File: src/rtl/sop_decimator.sv
// sop_decimator
//   Averages blocks of N = 1, 2, 4 or 8 accepted sum-of-products samples and
//   emits one rounded result per block through a 2-entry output FIFO.
//   result = (sum of block + round) >> sel, round = 2^(sel-1) for sel > 0.
//
// Ports
//   clk        rising-edge clock
//   reset      synchronous active-high reset
//   in_valid   sum_in holds a sample this cycle
//   in_ready   registered; 1 when the FIFO will have room next cycle
//   sum_in     unsigned sample, 2*width+1 bits
//   dec_sel    decimation select (N = 1 << dec_sel), latched at block start
//   out_valid  FIFO not empty
//   out_ready  downstream pop strobe
//   out_data   FIFO head (holds its last value when the FIFO is empty)
module sop_decimator #(
  parameter int width = 4
) (
  input  logic               clk,
  input  logic               reset,
  input  logic               in_valid,
  output logic               in_ready,
  input  logic [2*width:0]   sum_in,
  input  logic [1:0]         dec_sel,
  output logic               out_valid,
  input  logic               out_ready,
  output logic [2*width:0]   out_data
);
  localparam int DW = 2*width + 1;
  localparam int AW = 2*width + 4;   // 8 * max sample + max round fits

  typedef enum logic {IDLE, ACCUM} state_t;

  state_t          state;
  logic [AW-1:0]   acc;
  logic [3:0]      cnt;
  logic [1:0]      sel_lat;
  logic [DW-1:0]   tail;
  logic [1:0]      count;

  logic            xfer, done, push, pop;
  logic [1:0]      sel_eff;
  logic [AW-1:0]   acc_sum, rnd, rounded;
  logic [3:0]      cnt_inc;
  logic [DW-1:0]   result;
  logic [1:0]      count_nxt;

  always_comb begin
    xfer    = in_valid & in_ready;
    // The first sample of a block uses the live select; later ones the latched.
    sel_eff = (state == IDLE) ? dec_sel : sel_lat;
    acc_sum = ((state == IDLE) ? '0 : acc) + AW'(sum_in);
    cnt_inc = ((state == IDLE) ? 4'd0 : cnt) + 4'd1;
    done    = xfer && (cnt_inc == (4'd1 << sel_eff));
    rnd     = '0;
    case (sel_eff)
      2'd1:    rnd = AW'(1);
      2'd2:    rnd = AW'(2);
      2'd3:    rnd = AW'(4);
      default: rnd = '0;
    endcase
    rounded   = acc_sum + rnd;
    result    = DW'(rounded >> sel_eff);
    push      = done;
    pop       = out_valid & out_ready;
    count_nxt = count + {1'b0, push} - {1'b0, pop};
  end

  always_ff @(posedge clk) begin
    if (reset) begin
      state     <= IDLE;
      acc       <= '0;
      cnt       <= '0;
      sel_lat   <= '0;
      tail      <= '0;
      count     <= '0;
      out_data  <= '0;
      out_valid <= 1'b0;
      in_ready  <= 1'b0;
    end else begin
      if (xfer) begin
        if (done) begin
          state <= IDLE;
          acc   <= '0;
          cnt   <= '0;
        end else begin
          state <= ACCUM;
          acc   <= acc_sum;
          cnt   <= cnt_inc;
          if (state == IDLE) sel_lat <= dec_sel;
        end
      end

      // Two-entry FIFO: out_data is the head register, tail is the second slot.
      case ({push, pop})
        2'b10: begin
          if (count == 2'd0) out_data <= result;
          else               tail     <= result;
        end
        2'b01: begin
          if (count == 2'd2) out_data <= tail;
        end
        2'b11: begin
          if (count == 2'd1) out_data <= result;
          else begin
            out_data <= tail;
            tail     <= result;
          end
        end
        default: ;
      endcase

      count     <= count_nxt;
      out_valid <= (count_nxt != 2'd0);
      in_ready  <= (count_nxt < 2'd2);
    end
  end
endmodule

File: config.mk
export PLATFORM = sky130hd
export DESIGN_NAME = sop_decimator
export DESIGN_NICKNAME = d
export VERILOG_FILES = /design/src/rtl/sop_decimator.sv
export SDC_FILE = /design/constraint.sdc
export NUM_CORES = 1
export LEC_CHECK = 0
export CORE_UTILIZATION = 30
export DETAILED_ROUTE_END_ITERATION = 8
export PLACE_DENSITY = 0.52
export SKIP_CTS_REPAIR_TIMING = 1
export SYNTH_ARGS = -nofsm -noshare
export SYNTH_HDL_FRONTEND = slang
export SYNTH_SLANG_ARGS = --single-unit
File: constraint.sdc
create_clock -name clk -period 7.65 [get_ports clk]
set_input_delay 1.1475 -clock clk [delete_from_list [all_inputs] [get_ports clk]]
set_output_delay 1.1475 -clock clk [all_outputs]
set_load 0.02 [all_outputs]
==> flow_metrics.env <==
export IMPL_max_freq_ghz=0.2170
export IMPL_timing_hold_violations_final=0
export IMPL_postSynth_topFlopCell="sky130_fd_sc_hd__dfxtp_1"
export IMPL_drt_initial_drc_count=93
export IMPL_synth_most_common_cell="sky130_fd_sc_hd__nand2_1"
export IMPL_clock_latency_on_the_worst_skew_pair_ps=290
export IMPL_die_w_um=103.9
export IMPL_fin_crit_sh=0.6024
export IMPL_clock_tree_htree_level_count=2
export IMPL_intPower_uw=435.4
export IMPL_post_drt_wl_per_cell_um=14.11
export IMPL_timing_max_transition_violations_final=0
export IMPL_drive_gt1_frac=0.09535
export IMPL_via_count_of_the_routed_design=2823
export IMPL_nFillCells=1070
export IMPL_grt_ovfl_total=0
export IMPL_summed_instance_area_of_the_synthesized_netlist_um2=3114
export IMPL_instances_no_fill=542
export IMPL_syn_mean_instance_area_um2=7.944
export IMPL_crit_path_cell_chain="clkdlybuf4s50_1, inv_1, o21ai_2, nand3_1, or3_1, mux2_2, nor2_1, inv_1, ha_1, nor3_1, nor2_1, nor2_1, nand2_1, o32ai_1"
export IMPL_met1_length_mm=3.802
export IMPL_grt_max_degree=37
export IMPL_fin_setup_tns_ps=0
export IMPL_grt_first_pass_wirelength_mm=13.21
export IMPL_syn_instance_count=392
export IMPL_worst_setup_path_end_kind="flop"
export IMPL_setup_reg_to_reg_worst_slack_ps=3520
export IMPL_dpl_cell_count=534
export IMPL_final_nets=444
export IMPL_port_buffer_cells=25
export IMPL_track_usage=0.1481
export IMPL_slew_worst_pin_ps=835.1
export IMPL_clock_tree_buffer_depth=2
export IMPL_start_util=0.3143
export IMPL_wirelength_mm=7.647
export IMPL_irDropWorstVdd_mv=0.06210
export IMPL_die_height_um=103.9
export IMPL_crit_path_buf_inv_count=3
export IMPL_clock_root_buffer="sky130_fd_sc_hd__clkbuf_8"
export IMPL_synth_yosys_seq_area_share=0.2636
export IMPL_synth_top_cell_area_share=0.2636
export IMPL_drt_pass1_iter_count=4
export IMPL_via_count_of_the_first_global_routing_pass=2727
export IMPL_cp_data_required_time_ps=7860
export IMPL_timing_final_setup_violations=0
export IMPL_post_route_util=0.3598
export IMPL_synthesis_yosys_warnings=0
export IMPL_synth_ff_latch_count=41
export IMPL_routed_top_layer="met4"
export IMPL_power_density_nw_per_um2=197.0
export IMPL_min_from="acc[5]"
export IMPL_critPathTopFamily="simple AND/OR/NAND/NOR gates"
export IMPL_die_area_um2=10790
export IMPL_maximum_capacitance_violations=0
export IMPL_critical_path_peak_fanout=16
export IMPL_share_comb_of_total_power=0.406
export IMPL_ant_nets=0
export IMPL_cellLeakagePower_uw=0.001329
export IMPL_antenna_found_initial=0
export IMPL_global_placer_s_final_weighted_congestion=0.7889
export IMPL_netSwitchingFraction=0.3804
export IMPL_boundaryPins=26
export IMPL_tritoncts="done"
export IMPL_clkSinkCount=41
export IMPL_skew_ps=5.299
export IMPL_clk_transition_reported_paths_ps=90
export IMPL_crit_path_top_delay_cell="sky130_fd_sc_hd__nor2_1"
export IMPL_critical_path_reg2reg_endpoint="out_data[8]"
export IMPL_crit_path_start_kind="input pin"
export IMPL_totalPowerFinal_uw=702.7
export IMPL_met3_length_um=194
export IMPL_ranking_of_synthesized_cells_by_instance_count="sky130_fd_sc_hd__nand2_1 (43), sky130_fd_sc_hd__dfxtp_1 (41), sky130_fd_sc_hd__nor2_1 (40)"
export IMPL_share_seq_of_total_power=0.374
export IMPL_finalCriticalPeriod_ps=4609
export IMPL_detailedPlacementHpwl_mm=5.682
export IMPL_met2RoutedLength_mm=3.575
export IMPL_synth_nets=428
export IMPL_hold_path_endpoint="acc[5]"
export IMPL_power_share_clock=0.220
export IMPL_cp_arrival_ps=4820
export IMPL_drt_vias_per_instance=5.208
export IMPL_syn2layout_area_growth_pct=14.50
export IMPL_slowest_delay_ps=600
export IMPL_place_ws_ps=2733
export IMPL_status="finished, final reports clean"
export IMPL_synth_async_sr_flop_share=0
export IMPL_critPathMostFrequentCell="sky130_fd_sc_hd__nor2_1"
export IMPL_row_count=36
export IMPL_diodes=0
export IMPL_count_of_distinct_cell_types_in_the_synthesized_netlist=69
export IMPL_slew_limit_headroom=0.4419
export IMPL_setup_repair_after_global_routing_missed_its_margin="false"
export IMPL_timing_hold_worst_class="flop to flop"
export IMPL_synth_edf_count=0
export IMPL_worstReg2RegStart="state"
export IMPL_setup_ws_ps=3042
export IMPL_switchingPower_uw=267.3
export IMPL_yosys_top_cells_area="sky130_fd_sc_hd__dfxtp_1 (26%), sky130_fd_sc_hd__ha_1 (7.6%), sky130_fd_sc_hd__a21oi_1 (5.3%)"
export IMPL_fp_coreArea_um2=9910
export IMPL_tritoncts_num_buffers=5
export IMPL_hold_depth=2
export IMPL_r2r_depth=17
export IMPL_drc=0
export IMPL_setup_worst_path_class="input pin to flop"
export IMPL_yosys_area_top_type="sky130_fd_sc_hd__dfxtp_1"
-- layout by cell type (no fill, tap or decap), types with 4 or more instances in the layout --
cell,Yosys,layout
sky130_fd_sc_hd__nand2_1,43,43
sky130_fd_sc_hd__dfxtp_1,41,41
sky130_fd_sc_hd__nor2_1,40,40
sky130_fd_sc_hd__a21oi_1,33,33
sky130_fd_sc_hd__clkdlybuf4s50_1,0,25
sky130_fd_sc_hd__ha_1,19,19
sky130_fd_sc_hd__inv_1,16,16
sky130_fd_sc_hd__nand3_1,16,16
sky130_fd_sc_hd__xnor2_1,14,14
sky130_fd_sc_hd__and2_1,14,14
sky130_fd_sc_hd__o21ai_0,13,13
sky130_fd_sc_hd__a211oi_1,11,11
sky130_fd_sc_hd__nor3_1,10,10
sky130_fd_sc_hd__mux2i_1,9,9
sky130_fd_sc_hd__nand4_1,6,6
sky130_fd_sc_hd__clkbuf_8,0,6
sky130_fd_sc_hd__nor3b_1,5,5
sky130_fd_sc_hd__or3_1,4,4
sky130_fd_sc_hd__mux2_2,4,4
sky130_fd_sc_hd__nand2b_1,4,4
sky130_fd_sc_hd__or2_2,4,4
-- cells by family (layout without fill, tap and decap cells) --
| logic type | Yosys count | count (layout) | synth area share |
|---|---|---|---|
| DFF | 41 | 41 | 0.2636 |
| xor gates and xnor gates | 18 | 18 | 0.05304 |
| and+or+nand+nor | 157 | 157 | 0.2551 |
| adders and majority gates | 21 | 21 | 0.08919 |
| buffers and inverters | 35 | 52 | 0.04620 |
| muxes | 13 | 13 | 0.04339 |
| AOI/OAI and AO/OA | 107 | 107 | 0.2495 |
-- worst max-delay path by stage --
| stage | startpoint | end | cells after the start |
|---|---|---|---|
| 5_1_grt | dec_sel[0] | out_data[8] | 14 |
| 2_1_floorplan | dec_sel[0] | out_data[5] | 16 |
| 4_1_cts | dec_sel[0] | out_data[8] | 14 |
| 6_report | dec_sel[0] | out_data[8] | 14 |
| 3_5_place_dp | dec_sel[0] | out_data[8] | 14 |
| 3_3_place_gp | dec_sel[0] | out_data[8] | 14 |
-- area by class of cell --
class | instances | area (µm²) | area share
Inverter | 16 | 60.06 | 0.01684
Sequential cell | 41 | 820.8 | 0.2302
Clock inverter | 2 | 13.76 | 0.003860
Clock buffer | 6 | 82.58 | 0.02316
Timing Repair Buffer | 28 | 272.8 | 0.07649
Tap cell | 133 | 166.4 | 0.04667
Multi-Input combinational cell | 316 | 2150 | 0.6028
-- worst min-delay path: stages (launching register included) --
cell and delay (ps):
sky130_fd_sc_hd__dfxtp_1 310, sky130_fd_sc_hd__nand2_1 50, sky130_fd_sc_hd__a21oi_1 50
-- flip-flops by register name, summed over array words and instances, names as in the netlist --
| name | flops |
|---|---|
| acc | 12 |
| out_data | 9 |
| tail | 9 |
| out_valid | 1 |
| count | 2 |
| sel_lat | 2 |
| in_ready | 1 |
| cnt | 4 |
| state | 1 |
-- layer usage --
| metal | vias to the layer above | GRT usage |
|---|---|---|
| met5 | - | 0 |
| met4 | 0 | 0.03571 |
| met3 | 6 | 0.02256 |
| met2 | 36 | 0.2538 |
| met1 | 1329 | 0.1944 |
| li1 | 1452 | - |
-- power by group through the flow --
stage | Clock, µW | Sequential, µW | Combinational [µW]
after detailed placement | 0 | 267 | 286
after global placement | 0 | 266 | 285
final | 155 | 262 | 286
after floorplan | 0 | 283 | 188
after global routing | 173 | 267 | 321
after CTS | 161 | 263 | 289
-- per-stage QoR --
step,area (µm²),hold slack [ps]
after detailed placement,3470,440.6
after CTS,3566,453.3
after floorplan,3114,427.3
after global placement,3470,434.9
final,3566,447.3
after global routing,3566,472.3
(Power assumes the default switching activity.)
